--- src/rtl/uart_pkg.sv ---
// Shared UART definitions: data width, default oversample ratio, divider helper
// and the phase encoding used by the receive one-shot guards.
package uart_pkg;

  localparam int unsigned DATA_BITS      = 8;
  localparam int unsigned OVERSAMPLE_DEF = 16;

  typedef enum logic [1:0] {
    PH_IDLE  = 2'd0,
    PH_START = 2'd1,
    PH_DATA  = 2'd2,
    PH_COMP  = 2'd3
  } phase_e;

  // Rounded clock divider for one oversample tick.
  function automatic int unsigned baud_div(input int unsigned clk_hz,
                                           input int unsigned baud,
                                           input int unsigned osr);
    return (clk_hz + (baud * osr) / 2) / (baud * osr);
  endfunction

  // Collapse the FSM strobes into one phase; compare outranks data.
  function automatic phase_e phase_of(input logic s_count,
                                      input logic s_date,
                                      input logic s_comp);
    phase_e ph;
    if (!s_count)     ph = PH_IDLE;
    else if (s_comp)  ph = PH_COMP;
    else if (s_date)  ph = PH_DATA;
    else              ph = PH_START;
    return ph;
  endfunction

endpackage

--- src/rtl/uart_rx_datapath_if.sv ---
// Link between the receive datapath, its control FSM and the byte consumer.
interface uart_rx_datapath_if;
  import uart_pkg::*;

  logic                 Rx;
  logic                 s_count;
  logic                 s_Date;
  logic                 s_comp;
  logic                 tick;
  logic                 Check;
  logic                 done;
  logic [DATA_BITS-1:0] data;
  logic                 match;
  logic                 frame_err;

  modport slave (
    input  Rx, s_count, s_Date, s_comp,
    output tick, Check, done, data, match, frame_err
  );

  modport master (
    output Rx, s_count, s_Date, s_comp,
    input  tick, Check, done, data, match, frame_err
  );
endinterface

--- src/rtl/uart_baud_gen.sv ---
// Oversample timebase: counts 0..DIV-1 while enabled, registered one-cycle ost on wrap.
module uart_baud_gen #(
  parameter int unsigned DIV = 326
) (
  input  logic clk,
  input  logic rst_n,
  input  logic en_i,
  output logic ost_o
);

  localparam int unsigned CNT_W = (DIV > 1) ? $clog2(DIV) : 1;

  logic [CNT_W-1:0] cnt_q, cnt_d;
  logic             ost_q, ost_d;

  always_comb begin
    cnt_d = cnt_q;
    ost_d = 1'b0;
    if (!en_i) begin
      cnt_d = '0;
    end else if (cnt_q == CNT_W'(DIV - 1)) begin
      cnt_d = '0;
      ost_d = 1'b1;
    end else begin
      cnt_d = cnt_q + CNT_W'(1);
    end
  end

  always_ff @(posedge clk or negedge rst_n) begin
    if (!rst_n) begin
      cnt_q <= '0;
      ost_q <= 1'b0;
    end else begin
      cnt_q <= cnt_d;
      ost_q <= ost_d;
    end
  end

  assign ost_o = ost_q;

endmodule

--- src/rtl/uart_rx_datapath.sv ---
// UART receive datapath: Rx synchroniser, oversample sampling of start/data/stop
// bits, byte assembly and the tick/Check/done events for the control FSM.
module uart_rx_datapath
  import uart_pkg::*;
#(
  parameter int unsigned CLK_HZ     = 50_000_000,
  parameter int unsigned BAUD       = 9600,
  parameter int unsigned OVERSAMPLE = OVERSAMPLE_DEF,
  parameter logic [7:0]  MATCH_BYTE = 8'h7E
) (
  input  logic               clk,
  input  logic               reset,
  uart_rx_datapath_if.slave  bus
);

  localparam int unsigned DIV  = baud_div(CLK_HZ, BAUD, OVERSAMPLE);
  localparam int unsigned SC_W = $clog2(OVERSAMPLE);
  localparam int unsigned BC_W = $clog2(DATA_BITS);

  logic [1:0]           sync_q, sync_d;
  logic [SC_W-1:0]      sc_q, sc_d;
  logic [BC_W-1:0]      bc_q, bc_d;
  logic [DATA_BITS-1:0] shreg_q, shreg_d;
  logic                 start_bad_q, start_bad_d;
  logic                 fired_tick_q, fired_tick_d;
  logic                 fired_chk_q, fired_chk_d;
  logic                 fired_done_q, fired_done_d;
  logic                 tick_q, tick_d;
  logic                 check_q, check_d;
  logic                 done_q, done_d;
  logic [DATA_BITS-1:0] data_q, data_d;
  logic                 match_q, match_d;
  logic                 ferr_q, ferr_d;

  logic   ost;
  logic   rx_s;
  logic   frame_bad_c;
  phase_e phase;

  uart_baud_gen #(.DIV(DIV)) u_baud_gen (
    .clk   (clk),
    .rst_n (reset),
    .en_i  (bus.s_count),
    .ost_o (ost)
  );

  assign rx_s        = sync_q[1];
  assign phase       = phase_of(bus.s_count, bus.s_Date, bus.s_comp);
  assign frame_bad_c = start_bad_q | ~rx_s;

  // Each event fires once per phase visit; leaving the phase re-arms it.
  always_comb begin
    sync_d       = {sync_q[0], bus.Rx};
    sc_d         = sc_q;
    bc_d         = bc_q;
    shreg_d      = shreg_q;
    start_bad_d  = start_bad_q;
    fired_tick_d = fired_tick_q & (phase == PH_START);
    fired_chk_d  = fired_chk_q  & (phase == PH_DATA);
    fired_done_d = fired_done_q & (phase == PH_COMP);
    tick_d       = 1'b0;
    check_d      = 1'b0;
    done_d       = 1'b0;
    data_d       = data_q;
    match_d      = match_q;
    ferr_d       = ferr_q;

    if (ost) sc_d = sc_q + SC_W'(1);

    unique case (phase)
      PH_START: begin
        if (ost && sc_q == SC_W'(OVERSAMPLE / 2 - 1) && !fired_tick_q) begin
          tick_d       = 1'b1;
          fired_tick_d = 1'b1;
          sc_d         = '0;
          start_bad_d  = start_bad_q | rx_s;
        end
      end
      PH_DATA: begin
        if (ost && sc_q == SC_W'(OVERSAMPLE - 1) && !fired_chk_q) begin
          shreg_d = {rx_s, shreg_q[DATA_BITS-1:1]};
          bc_d    = bc_q + BC_W'(1);
          sc_d    = '0;
          if (bc_q == BC_W'(DATA_BITS - 1)) begin
            check_d     = 1'b1;
            fired_chk_d = 1'b1;
          end
        end
      end
      PH_COMP: begin
        if (ost && sc_q == SC_W'(OVERSAMPLE - 1) && !fired_done_q) begin
          data_d       = shreg_q;
          ferr_d       = frame_bad_c;
          match_d      = (shreg_q == MATCH_BYTE) & ~frame_bad_c;
          done_d       = 1'b1;
          fired_done_d = 1'b1;
        end
      end
      default: begin
        sc_d        = '0;
        bc_d        = '0;
        start_bad_d = 1'b0;
      end
    endcase
  end

  always_ff @(posedge clk or negedge reset) begin
    if (!reset) begin
      sync_q       <= 2'b11;
      sc_q         <= '0;
      bc_q         <= '0;
      shreg_q      <= '0;
      start_bad_q  <= 1'b0;
      fired_tick_q <= 1'b0;
      fired_chk_q  <= 1'b0;
      fired_done_q <= 1'b0;
      tick_q       <= 1'b0;
      check_q      <= 1'b0;
      done_q       <= 1'b0;
      data_q       <= '0;
      match_q      <= 1'b0;
      ferr_q       <= 1'b0;
    end else begin
      sync_q       <= sync_d;
      sc_q         <= sc_d;
      bc_q         <= bc_d;
      shreg_q      <= shreg_d;
      start_bad_q  <= start_bad_d;
      fired_tick_q <= fired_tick_d;
      fired_chk_q  <= fired_chk_d;
      fired_done_q <= fired_done_d;
      tick_q       <= tick_d;
      check_q      <= check_d;
      done_q       <= done_d;
      data_q       <= data_d;
      match_q      <= match_d;
      ferr_q       <= ferr_d;
    end
  end

  assign bus.tick      = tick_q;
  assign bus.Check     = check_q;
  assign bus.done      = done_q;
  assign bus.data      = data_q;
  assign bus.match     = match_q;
  assign bus.frame_err = ferr_q;

endmodule

--- src/flat_wrapper.sv ---
// flat-port wrapper written by rule: the top's interface ports become plain ports
module uart_rx_datapath_flat import uart_pkg::*;
#(
  parameter int unsigned CLK_HZ     = 50_000_000,
  parameter int unsigned BAUD       = 9600,
  parameter int unsigned OVERSAMPLE = OVERSAMPLE_DEF,
  parameter logic [7:0]  MATCH_BYTE = 8'h7E
)
  (clk, reset, bus_Rx, bus_s_count, bus_s_Date, bus_s_comp, bus_tick, bus_Check, bus_done, bus_data, bus_match, bus_frame_err);
  uart_rx_datapath_if bus_i ();
  input  logic clk;
  input  logic reset;
  input wire logic [$bits(bus_i.Rx)-1:0] bus_Rx;
  input wire logic [$bits(bus_i.s_count)-1:0] bus_s_count;
  input wire logic [$bits(bus_i.s_Date)-1:0] bus_s_Date;
  input wire logic [$bits(bus_i.s_comp)-1:0] bus_s_comp;
  output wire logic [$bits(bus_i.tick)-1:0] bus_tick;
  output wire logic [$bits(bus_i.Check)-1:0] bus_Check;
  output wire logic [$bits(bus_i.done)-1:0] bus_done;
  output wire logic [$bits(bus_i.data)-1:0] bus_data;
  output wire logic [$bits(bus_i.match)-1:0] bus_match;
  output wire logic [$bits(bus_i.frame_err)-1:0] bus_frame_err;
  assign bus_i.Rx = bus_Rx;
  assign bus_i.s_count = bus_s_count;
  assign bus_i.s_Date = bus_s_Date;
  assign bus_i.s_comp = bus_s_comp;
  assign bus_tick = bus_i.tick;
  assign bus_Check = bus_i.Check;
  assign bus_done = bus_i.done;
  assign bus_data = bus_i.data;
  assign bus_match = bus_i.match;
  assign bus_frame_err = bus_i.frame_err;
  uart_rx_datapath #(.CLK_HZ(CLK_HZ), .BAUD(BAUD), .OVERSAMPLE(OVERSAMPLE), .MATCH_BYTE(MATCH_BYTE)) u_core (.clk(clk), .reset(reset), .bus(bus_i));
endmodule
--- config.mk ---
export PLATFORM = sky130hd
export DESIGN_NAME = uart_rx_datapath_flat
export DESIGN_NICKNAME = d
export VERILOG_FILES = /design/src/rtl/uart_pkg.sv /design/src/rtl/uart_rx_datapath_if.sv /design/src/rtl/uart_baud_gen.sv /design/src/rtl/uart_rx_datapath.sv /design/src/flat_wrapper.sv
export SDC_FILE = /design/constraint.sdc
export NUM_CORES = 1
export LEC_CHECK = 0
export BUFFER_PORTS_ARGS = -buffer_cell sky130_fd_sc_hd__buf_2
export CORE_MARGIN = 8
export CORE_UTILIZATION = 50
export DETAILED_ROUTE_END_ITERATION = 10
export GPL_ROUTABILITY_DRIVEN = 0
export PLACE_DENSITY = 0.69
export SYNTH_ARGS = -nofsm -noshare
export SYNTH_HDL_FRONTEND = slang
export SYNTH_SLANG_ARGS = --single-unit
--- constraint.sdc ---
create_clock -name clk -period 3.6 [get_ports clk]
set_clock_uncertainty 0.05 [all_clocks]
set_input_delay 0 -clock clk [delete_from_list [all_inputs] [get_ports clk]]
set_output_delay 0 -clock clk [all_outputs]
set_load 0.01 [all_outputs]
# After elaboration in Yosys (flattened, before gate mapping)
# Cells that the tools add are included.
[word_totals] memories=0 ff_bits=44 ramBits=0 mem_bits_ro=0 output_inout_bits=13 latchBits=0 in_bits=6
[op_classes] n_bitwise=10 n_shift=0 reduce_logical=14 n_mux=29 mul=0 addsub=3 eq_ne=10 n_lt_le_gt_ge=0 n_div=0
[op_table] operator="2-to-1 mux 9 bit" n=2
[op_table] operator="2-to-1 mux 1 bit" n=17
[op_table] operator="2-to-1 mux 4 bit" n=3
[op_table] operator="case mux 4 bit (3 select lines)" n=1
[op_table] operator="adder 9 x 1 -> 9 bit, second input constant" n=1
[op_table] operator="== test 9 bit, second input constant" n=1
[op_table] operator="== test 8 x 7 -> 1 bit, second input constant" n=1
[op_table] operator="AND reduction 2 bit" n=4
[op_table] operator="2-to-1 mux 2 bit" n=3
[op_table] operator="case mux 3 bit (2 select lines)" n=1
[op_table] operator="logical AND 1 bit" n=5
[op_table] operator="adder 4 x 1 -> 4 bit, second input constant" n=1
[op_table] operator="AND 1 bit" n=4
[op_table] operator="== test 2 bit, second input constant" n=2
[op_table] operator="== test 4 x 3 -> 1 bit, second input constant" n=1
[op_table] operator="== test 4 bit, second input constant" n=1
[op_table] operator="!= test 2 bit, second input constant" n=2
[op_table] operator="NOT 1 bit" n=4
[op_table] operator="OR reduction 2 bit" n=2
[op_table] operator="adder 3 x 1 -> 3 bit, second input constant" n=1
[op_table] operator="== test 3 bit, second input constant" n=1
[op_table] operator="logical NOT 1 bit" n=3
[op_table] operator="2-to-1 mux 3 bit" n=1
[op_table] operator="== test 2 x 1 -> 1 bit, second input constant" n=1
[op_table] operator="other kinds (2)" n=3

# Longest topological paths before layout
# Gate-level depths: netlist (run 1).
[depth] word_depth=8 ltp_mapped=5

# Cells and area by module
# A second synthesis (run 1) with hierarchy kept.
[hier_totals] cells_unflattened=153 hier_area_um2=1929.4
[modules_own_cells] mod="uart_rx_datapath" cells_each=106 instances=1 area_each_um2=1445.1
[modules_own_cells] mod="uart_baud_gen" cells_each=47 instances=1 area_each_um2=484.2

# Worst setup path before layout (run 1)
# Ideal clock, no wire load.
[synth_path] kind="reg-to-reg" from="reg u_core.sc_q[0]" to="reg u_core.shreg_q[0]" stages_incl_launch_ff=5 t_required_ps=3425 slack_ps=1975 setup_time_ps=125 t_arrival_ps=1450 path_cell_list="dfrtp_1 -> ha_1 -> nand4_4 -> nor3_4 -> mux2_2"
[synth_between] elab_chain_len=4
[synth_lines] item="start: declaration" line="uart_rx_datapath.sv:21" text="logic [SC_W-1:0] sc_q, sc_d;"
[synth_lines] item="start signal: assignment" line="uart_rx_datapath.sv:110" text="sc_q <= '0;"
[synth_lines] item="start signal: assignment" line="uart_rx_datapath.sv:125" text="sc_q <= sc_d;"
[synth_lines] item="== test 4 bit" line="uart_rx_datapath.sv:80" text="if (ost && sc_q == SC_W'(OVERSAMPLE - 1) && !fired_chk_q) begin"
[synth_lines] item="logical AND 1 bit (2 in series)" line="uart_rx_datapath.sv:80"
[synth_lines] item="AND reduction 2 bit (no source line)"
[synth_lines] item="end signal: assignment" line="uart_rx_datapath.sv:127" text="shreg_q <= shreg_d;"
[synth_lines] item="end: declaration" line="uart_rx_datapath.sv:23" text="logic [DATA_BITS-1:0] shreg_q, shreg_d;"
# Every way passes these cells.
# A chain may end at the register's enable or synchronous reset.

# Final worst setup path (run 1)
[layout_path] from="reg u_core.sc_q[0]" to="reg u_core.data_q[6], in the netlist u_core.bus.data[6]"
[layout_between] elab_chain_len=4
[layout_lines] item="== test 4 bit" line="uart_rx_datapath.sv:91" text="if (ost && sc_q == SC_W'(OVERSAMPLE - 1) && !fired_done_q) begin"
[layout_lines] item="logical AND 1 bit (2 in series)" line="uart_rx_datapath.sv:91"
[layout_lines] item="AND reduction 2 bit (no source line)"
[layout_lines] item="end signal: assignment" line="uart_rx_datapath.sv:135" text="data_q <= data_d;"
[layout_lines] item="end: declaration" line="uart_rx_datapath.sv:31" text="logic [DATA_BITS-1:0] data_q, data_d;"
# Every way passes these cells.

==> summary.txt, run 1 <==
Die
  – Io pins: 19
  – Die Wd: 77.5 um
  – Height of the die: 77.5 um
  – Full die area: 6010 um^2
  – Core box area: 3660 um^2
  – Rows: 22
  – Initial Utilization: 0.517

Logic synthesis
  – Synthesized Nets: 159
  – Cell with the most instances after synthesis: dfrtp_1
  – Netlist cell types: 33
  – Syn Inst Count: 148
  – Ys flop type: dfrtp_1
  – Largest area contributor in the netlist: dfrtp_1
  – Synth top area share: 0.556
  – Mapped cell area: 1890 um^2
  – Post-synthesis register bit count: 44
  – Most frequent cells after synthesis: 42 x dfrtp_1, 18 x mux2_2, 8 x nand2_1
  – Synth warnings: 0
  – Asr flop ratio synth: 1.00
  – Sequential share of the synthesized area: 0.583
  – Post-Syn Area per Cell: 12.8 um^2
  – EDFF count, synth: 0
  – Synth area leaders: dfrtp_1 56%, mux2_2 11%, ha_1 3.3%

Hold path
  – Hold path start: bus_Rx
  – Hold path depth: 2
  – Tightest Hold Check Type: input pin to flop
  – Hold EP: u_core.sync_q[0]

Clock network
  – Longest Clk Path Bufs: 2
  – Clk root buf: clkbuf_8
  – Clk slew on worst S/H paths: 0.08 ns
  – CTS tree: done
  – # H-tree levels: 2
  – Post-CTS Setup Inserts: 0
  – Num CTS Buffers: 5
  – CTS sink count: 44
  – Clock latency on the worst-skew pair: 0.29 ns

Global route
  – Vias in the first global route: 1261
  – GRT Total Usage: 0.119
  – GRT overflow: 0
  – Largest net degree at the start of global routing: 45
  – Initial antenna violation count: 0
  – Global-route wire length before repair: 5.75 mm

Timing
  – Slew @ Worst Pin: 0.941 ns
  – Minimum clock period after layout: 2.06 ns
  – Final period utilization: 0.573
  – Fin. max-slew vios: 0
  – Rel. slew slack: 0.373
  – Final setup vio count: 0
  – Setup TNS: 0 ns
  – RSZ-0062 raised after global routing: false
  – Max Clock Freq: 485 MHz
  – Final Hold Vio Count: 0

Placement
  – DP HPWL: 2.34 mm
  – Dpl cells: 211
  – Buffers on Ports: 18

Worst setup path
  – Crit Path Class: flop to flop
  – Worst-path cell chain: ha_1, nand4_4, nor3_2, mux2_2
  – Critical-path top delay cell: nor3_2
  – Worst r2r src: u_core.sc_q[0]
  – Crit path largest cell delay: 0.68 ns
  – Reg2reg path depth: 4
  – R2R Setup Slk: 1.54 ns
  – WP data arrival: 2.18 ns
  – Crit path max-delay family: simple AND/OR/NAND/NOR gates
  – RR Endpoint: u_core.bus.data[6]
  – Crit start category: flop
  – WP buf/inv: 0
  – Worst-path maximum fanout: 11
  – CP Depth: 4
  – Crit. End Element: flop
  – CP required: 3.72 ns

Drt
  – Drc violations: 0
  – Initial drt markers: 77
  – Via count: 1194
  – Antenna violation net count after detailed routing: 0
  – Routed wl met3: 156 um
  – Met1 WL: 1.50 mm
  – Routed met2 length: 1.55 mm
  – Avg WL per Cell: 14.6 um
  – Pre-antenna DRT Iters: 4
  – DR top layer: met4
  – Via-to-Cell Ratio: 5.33
  – Total length of routed wires: 3.27 mm

Cells and area
  – Final nets: 186
  – Fill cell count: 314
  – Area growth from synthesis to layout: 14.0%
  – Share of layout cells above drive strength 1: 0.284
  – ANT cells: 0
  – Post-Layout Cell Count: 224

Run status
  – Status: finished, final reports clean

Job
  – Max-cap viol count: 0

Power
  – Max rail drop VDD: 0.282 mV
  – PwrDens: 384 nW/um^2
  – Lkg Pwr: 1.03 nW
-- worst register-to-register path, stage by stage (launching register included) --
cell	delay, ns
dfrtp_1	0.39
ha_1	0.26
nand4_4	0.15
nor3_2	0.68
mux2_2	0.42
-- metrics by stage --
step | total power [mW] | setup WS, ns | utilization | hold slack (ns) | cell area [um^2]
2_1_floorplan | 0.524 | 1.98 | - | -0.346 | 1890
3_3_place_gp | 0.541 | 1.60 | 0.552 | 0.0553 | 2020
3_5_place_dp | 0.543 | 1.48 | 0.552 | 0.0569 | 2020
4_1_cts | 0.846 | 1.47 | 0.589 | 0.281 | 2160
5_1_grt | 0.870 | 1.35 | 0.589 | 0.301 | 2160
6_report | 0.829 | 1.54 | 0.589 | 0.300 | 2160
-- layer usage --
metal / global-route usage / vias up
met5: 0 / -
met4: 0.0509 / 0
met3: 0.0449 / 5
met2: 0.193 / 16
met1: 0.137 / 593
li1: - / 580
-- logic make-up (layout without fill, tap and decap cells) --
| family | Yosys count | after routing | synth area share |
|---|---|---|---|
| and+or+nand+nor | 50 | 50 | 0.167 |
| DFF | 44 | 44 | 0.583 |
| muxes | 22 | 22 | 0.128 |
| xor gates and xnor gates | 6 | 6 | 0.0278 |
| AOI/OAI and AO/OA | 13 | 13 | 0.0397 |
| buffers and inverters | 8 | 36 | 0.0205 |
| adders and majority gates | 5 | 5 | 0.0331 |
-- power by group --
group	switching [mW]	leakage [nW]	internal, mW
clock network	0.157	0.0412	0.136
registers	0.00493	0.606	0.499
logic	0.0219	0.379	0.0105
total	0.184	1.03	0.645
-- layout by cell type, fill, tap and decap left out --
master,count
a21oi_1,5
nand3_1,5
nand2_1,8
or4b_1,1
nor3_2,2
and3_1,1
clkbuf_1,1
dfrtp_1,42
nor3_4,1
mux2i_1,4
nand2b_1,5
clkinv_2,1
nand4_4,1
o21ai_2,1
dlygate4sd3_1,5
a211oi_1,1
or4bb_1,1
nor3_1,2
or3_1,4
o21a_1,1
clkinvlp_4,1
buf_2,18
mux2_2,18
dfstp_2,2
a31oi_1,1
nor2_1,6
o21ai_0,4
nor3b_1,1
nand4b_1,2
ha_1,5
nand4_1,3
nor4_1,6
xnor2_1,2
clkbuf_8,5
inv_1,5
and2_1,1
xor2_1,4
-- how the worst max path moves through the flow --
stage                          to            from  slack [ns]
6_report       u_core.bus.data[6]  u_core.sc_q[0]        1.54
5_1_grt        u_core.bus.data[6]  u_core.sc_q[0]        1.35
4_1_cts        u_core.bus.data[6]  u_core.sc_q[0]        1.47
3_5_place_dp   u_core.bus.data[6]  u_core.sc_q[0]        1.48
3_3_place_gp   u_core.bus.data[5]  u_core.sc_q[0]        1.60
2_1_floorplan   u_core.shreg_q[0]  u_core.sc_q[0]        1.98
-- layout make-up --
type,instances,area [um^2],share of cell area
repair buffers,23,140,0.0650
inverters,5,18.8,0.00870
clock buffers,6,72.6,0.0336
clock inverters,2,12.5,0.00580
multi-input cells,96,749,0.347
well taps,48,60.1,0.0278
flip-flops and latches,44,1100,0.512
-- sequential cells by signal, summed over array words and instances, names as in the netlist --
| name | flops |
|---|---|
| u_core.u_baud_gen.cnt_q | 9 |
| u_core.bus.data | 8 |
| u_core.shreg_q | 8 |
| u_core.sc_q | 4 |
| u_core.bc_q | 3 |
| u_core.sync_q | 2 |
| u_core.bus.Check | 1 |
| u_core.bus.done | 1 |
| u_core.bus.frame_err | 1 |
| u_core.bus.match | 1 |
| u_core.bus.tick | 1 |
| u_core.fired_chk_q | 1 |
| u_core.fired_done_q | 1 |
| u_core.fired_tick_q | 1 |
| u_core.start_bad_q | 1 |
| u_core.u_baud_gen.ost_o | 1 |
-- repair_timing --
item,4_1_cts,5_1_grt
hold buffers,5,0
hold endpoints to repair,48,0
resized for setup,0,0
No activity file was read; power rests on OpenSTA's default activity.
==> inputs of run 2 (changes only) <==
==> constraint.sdc (replaced) <==
create_clock -name clk -period 1.9 [get_ports clk]
set_clock_uncertainty 0.05 [all_clocks]
set_input_delay 0 -clock clk [delete_from_list [all_inputs] [get_ports clk]]
set_output_delay 0 -clock clk [all_outputs]
set_load 0.01 [all_outputs]
==> run 2 against run 1 <==
  * Maximum frequency increased by 15%
  * Power rose by 91%
  * Non-clock buffer count up 2
  * Wire length rose by 1.2%
  * Cell area grew 1.3%
  * Critical path depth did not move
  * Clock power rose by 93%
  * First-iteration DRC count is 32% lower
  * Sequential share of layout area is 0.64 points lower
==> summary.txt, run 2 (synthesized netlist as in run 1, its figures left out) <==
Run status
  – Status: finished, final reports clean

Cells and area
  – ANT cells: 0
  – Final nets: 188
  – Area growth from synthesis to layout: 15.5%
  – Final Util: 0.597
  – Max FFs per register: 9
  – Area occupied by multi-input gates: 749 um^2
  – Fill cell count: 293
  – Leading cell type in the layout, fill and taps excluded: dfrtp_1
  – Design area: 2180 um^2
  – Most frequent cells in the layout: 42 x dfrtp_1, 18 x mux2_2, 18 x buf_2, 8 x nand2_1
  – Largest reg by FF count: u_core.u_baud_gen.cnt_q
  – Register area: 1100 um^2
  – Share of layout cells above drive strength 1: 0.292

Timing
  – Max Clock Freq: 557 MHz
  – Final period utilization: 0.945
  – Fin. max-slew vios: 0
  – Slew @ Worst Pin: 0.547 ns
  – Final Hold Vio Count: 0
  – Final setup vio count: 0
  – Setup TNS: 0 ns
  – Rel. slew slack: 0.632
  – RSZ-0062 raised after global routing: false
  – Minimum clock period after layout: 1.80 ns

Global route
  – GRT overflow: 0
  – Initial antenna violation count: 0
  – Largest net degree at the start of global routing: 45
  – Vias in the first global route: 1326
  – GRT Total Usage: 0.123
  – Global-route wire length before repair: 6.02 mm

Clock network
  – PostCTS Resize Cnt: 0
  – Clock latency on the worst-skew pair: 0.30 ns
  – # H-tree levels: 2
  – Clk root buf: clkbuf_8
  – CTS tree: done
  – Num CTS Buffers: 5
  – Longest Clk Path Bufs: 2
  – CTS sink count: 44
  – Clk slew on worst S/H paths: 0.09 ns

Power
  – Lkg Pwr: 1.04 nW
  – Max rail drop VDD: 0.547 mV
  – PwrDens: 725 nW/um^2

Drt
  – Met1 WL: 1.60 mm
  – Pre-antenna DRT Iters: 4
  – Drc violations: 0
  – Antenna violation net count after detailed routing: 0
  – Total length of routed wires: 3.31 mm
  – Routed wl met3: 148 um
  – Initial drt markers: 52
  – Routed met2 length: 1.52 mm
  – Via-to-Cell Ratio: 5.29
  – Via count: 1195
  – DR top layer: met4
  – Avg WL per Cell: 14.7 um

Placement
  – DP HPWL: 2.35 mm
  – Buffers on Ports: 18
  – DP Area: 2050 um^2

Worst setup path
  – Worst r2r src: u_core.sc_q[0]
  – Crit Path Class: flop to flop
  – Crit path launch: u_core.sc_q[0]
  – Crit start category: flop
  – Reg2reg path depth: 4
  – Worst-path maximum fanout: 9
  – R2R Setup Slk: 0.10 ns
  – CP required: 2.03 ns
  – RR Endpoint: u_core.shreg_q[5]
  – WP data arrival: 1.92 ns
  – Capture point of the worst path: u_core.shreg_q[5]
  – Crit. End Element: flop

Hold path
  – Tightest Hold Check Type: input pin to async pin

Die
  – Rows: 22
  – Io pins: 19
  – Core box area: 3660 um^2
  – Height of the die: 77.5 um
  – Initial Utilization: 0.517
  – Full die area: 6010 um^2
  – Die Wd: 77.5 um

Job
  – Max-cap viol count: 0
==> run 2: changes by cell type in the layout (fill, tap and decap cells not counted), sizes merged <==
| cell | previous run | this run |
|---|---|---|
| buf | 18 | 20 |
==> run 2: worst min-delay path by stage <==
stage / to / slack, ns / cells past startpoint
after global placement: u_core.sc_q[3] / -0.06 / 2
final: u_core.bus.tick / 0.15 / 3
after CTS: u_core.bus.tick / 0.15 / 3
after detailed placement: u_core.sc_q[2] / -0.06 / 2
after floorplan: u_core.bc_q[0] / -0.35 / 0
after global routing: u_core.bus.tick / 0.18 / 3
==> run 2: area by class of cell <==
| cell class | count | share of cell area |
|---|---|---|
| sequential | 44 | 0.505 |
| multi-input combinational | 96 | 0.343 |
| timing repair buffer | 25 | 0.0767 |
| clock buffer | 6 | 0.0332 |
| tap | 48 | 0.0275 |
| inverter | 5 | 0.00859 |
| clock inverter | 2 | 0.00573 |
==> run 2: repair_timing <==
action	CTS	global route
setup endpoints to repair	0	5
endpoints found under the hold margin	51	0
hold buffers	5	0
setup buffers	0	0
==> run 2: through the flow <==
stage	setup WS [ns]	power, mW	hold slack, ns	instances
after floorplan	0.275	0.994	-0.346	148
after global placement	0.186	1.03	-0.0595	213
after detailed placement	0.0859	1.03	-0.0553	213
after CTS	0.102	1.61	0.150	226
after global routing	0.00195	1.65	0.184	226
final	0.104	1.58	0.152	226
==> run 2: where the power goes <==
part	internal, mW	total (mW)	switching, mW
Clock	0.257	0.566	0.309
Combinational	0.0238	0.0653	0.0415
Sequential	0.945	0.954	0.00909
==> run 2: worst max-delay path: stages (launching register included) <==
cell     delay, ns
dfrtp_1       0.40
ha_1          0.27
nand4_4       0.15
nor3_4        0.42
mux2_2        0.39
==> run 2: per-layer routing <==
layer  vias to the layer above  track usage
li1                        590            -
met1                       584        0.145
met2                        18        0.201
met3                         3       0.0484
met4                         0       0.0434
met5                         -            0
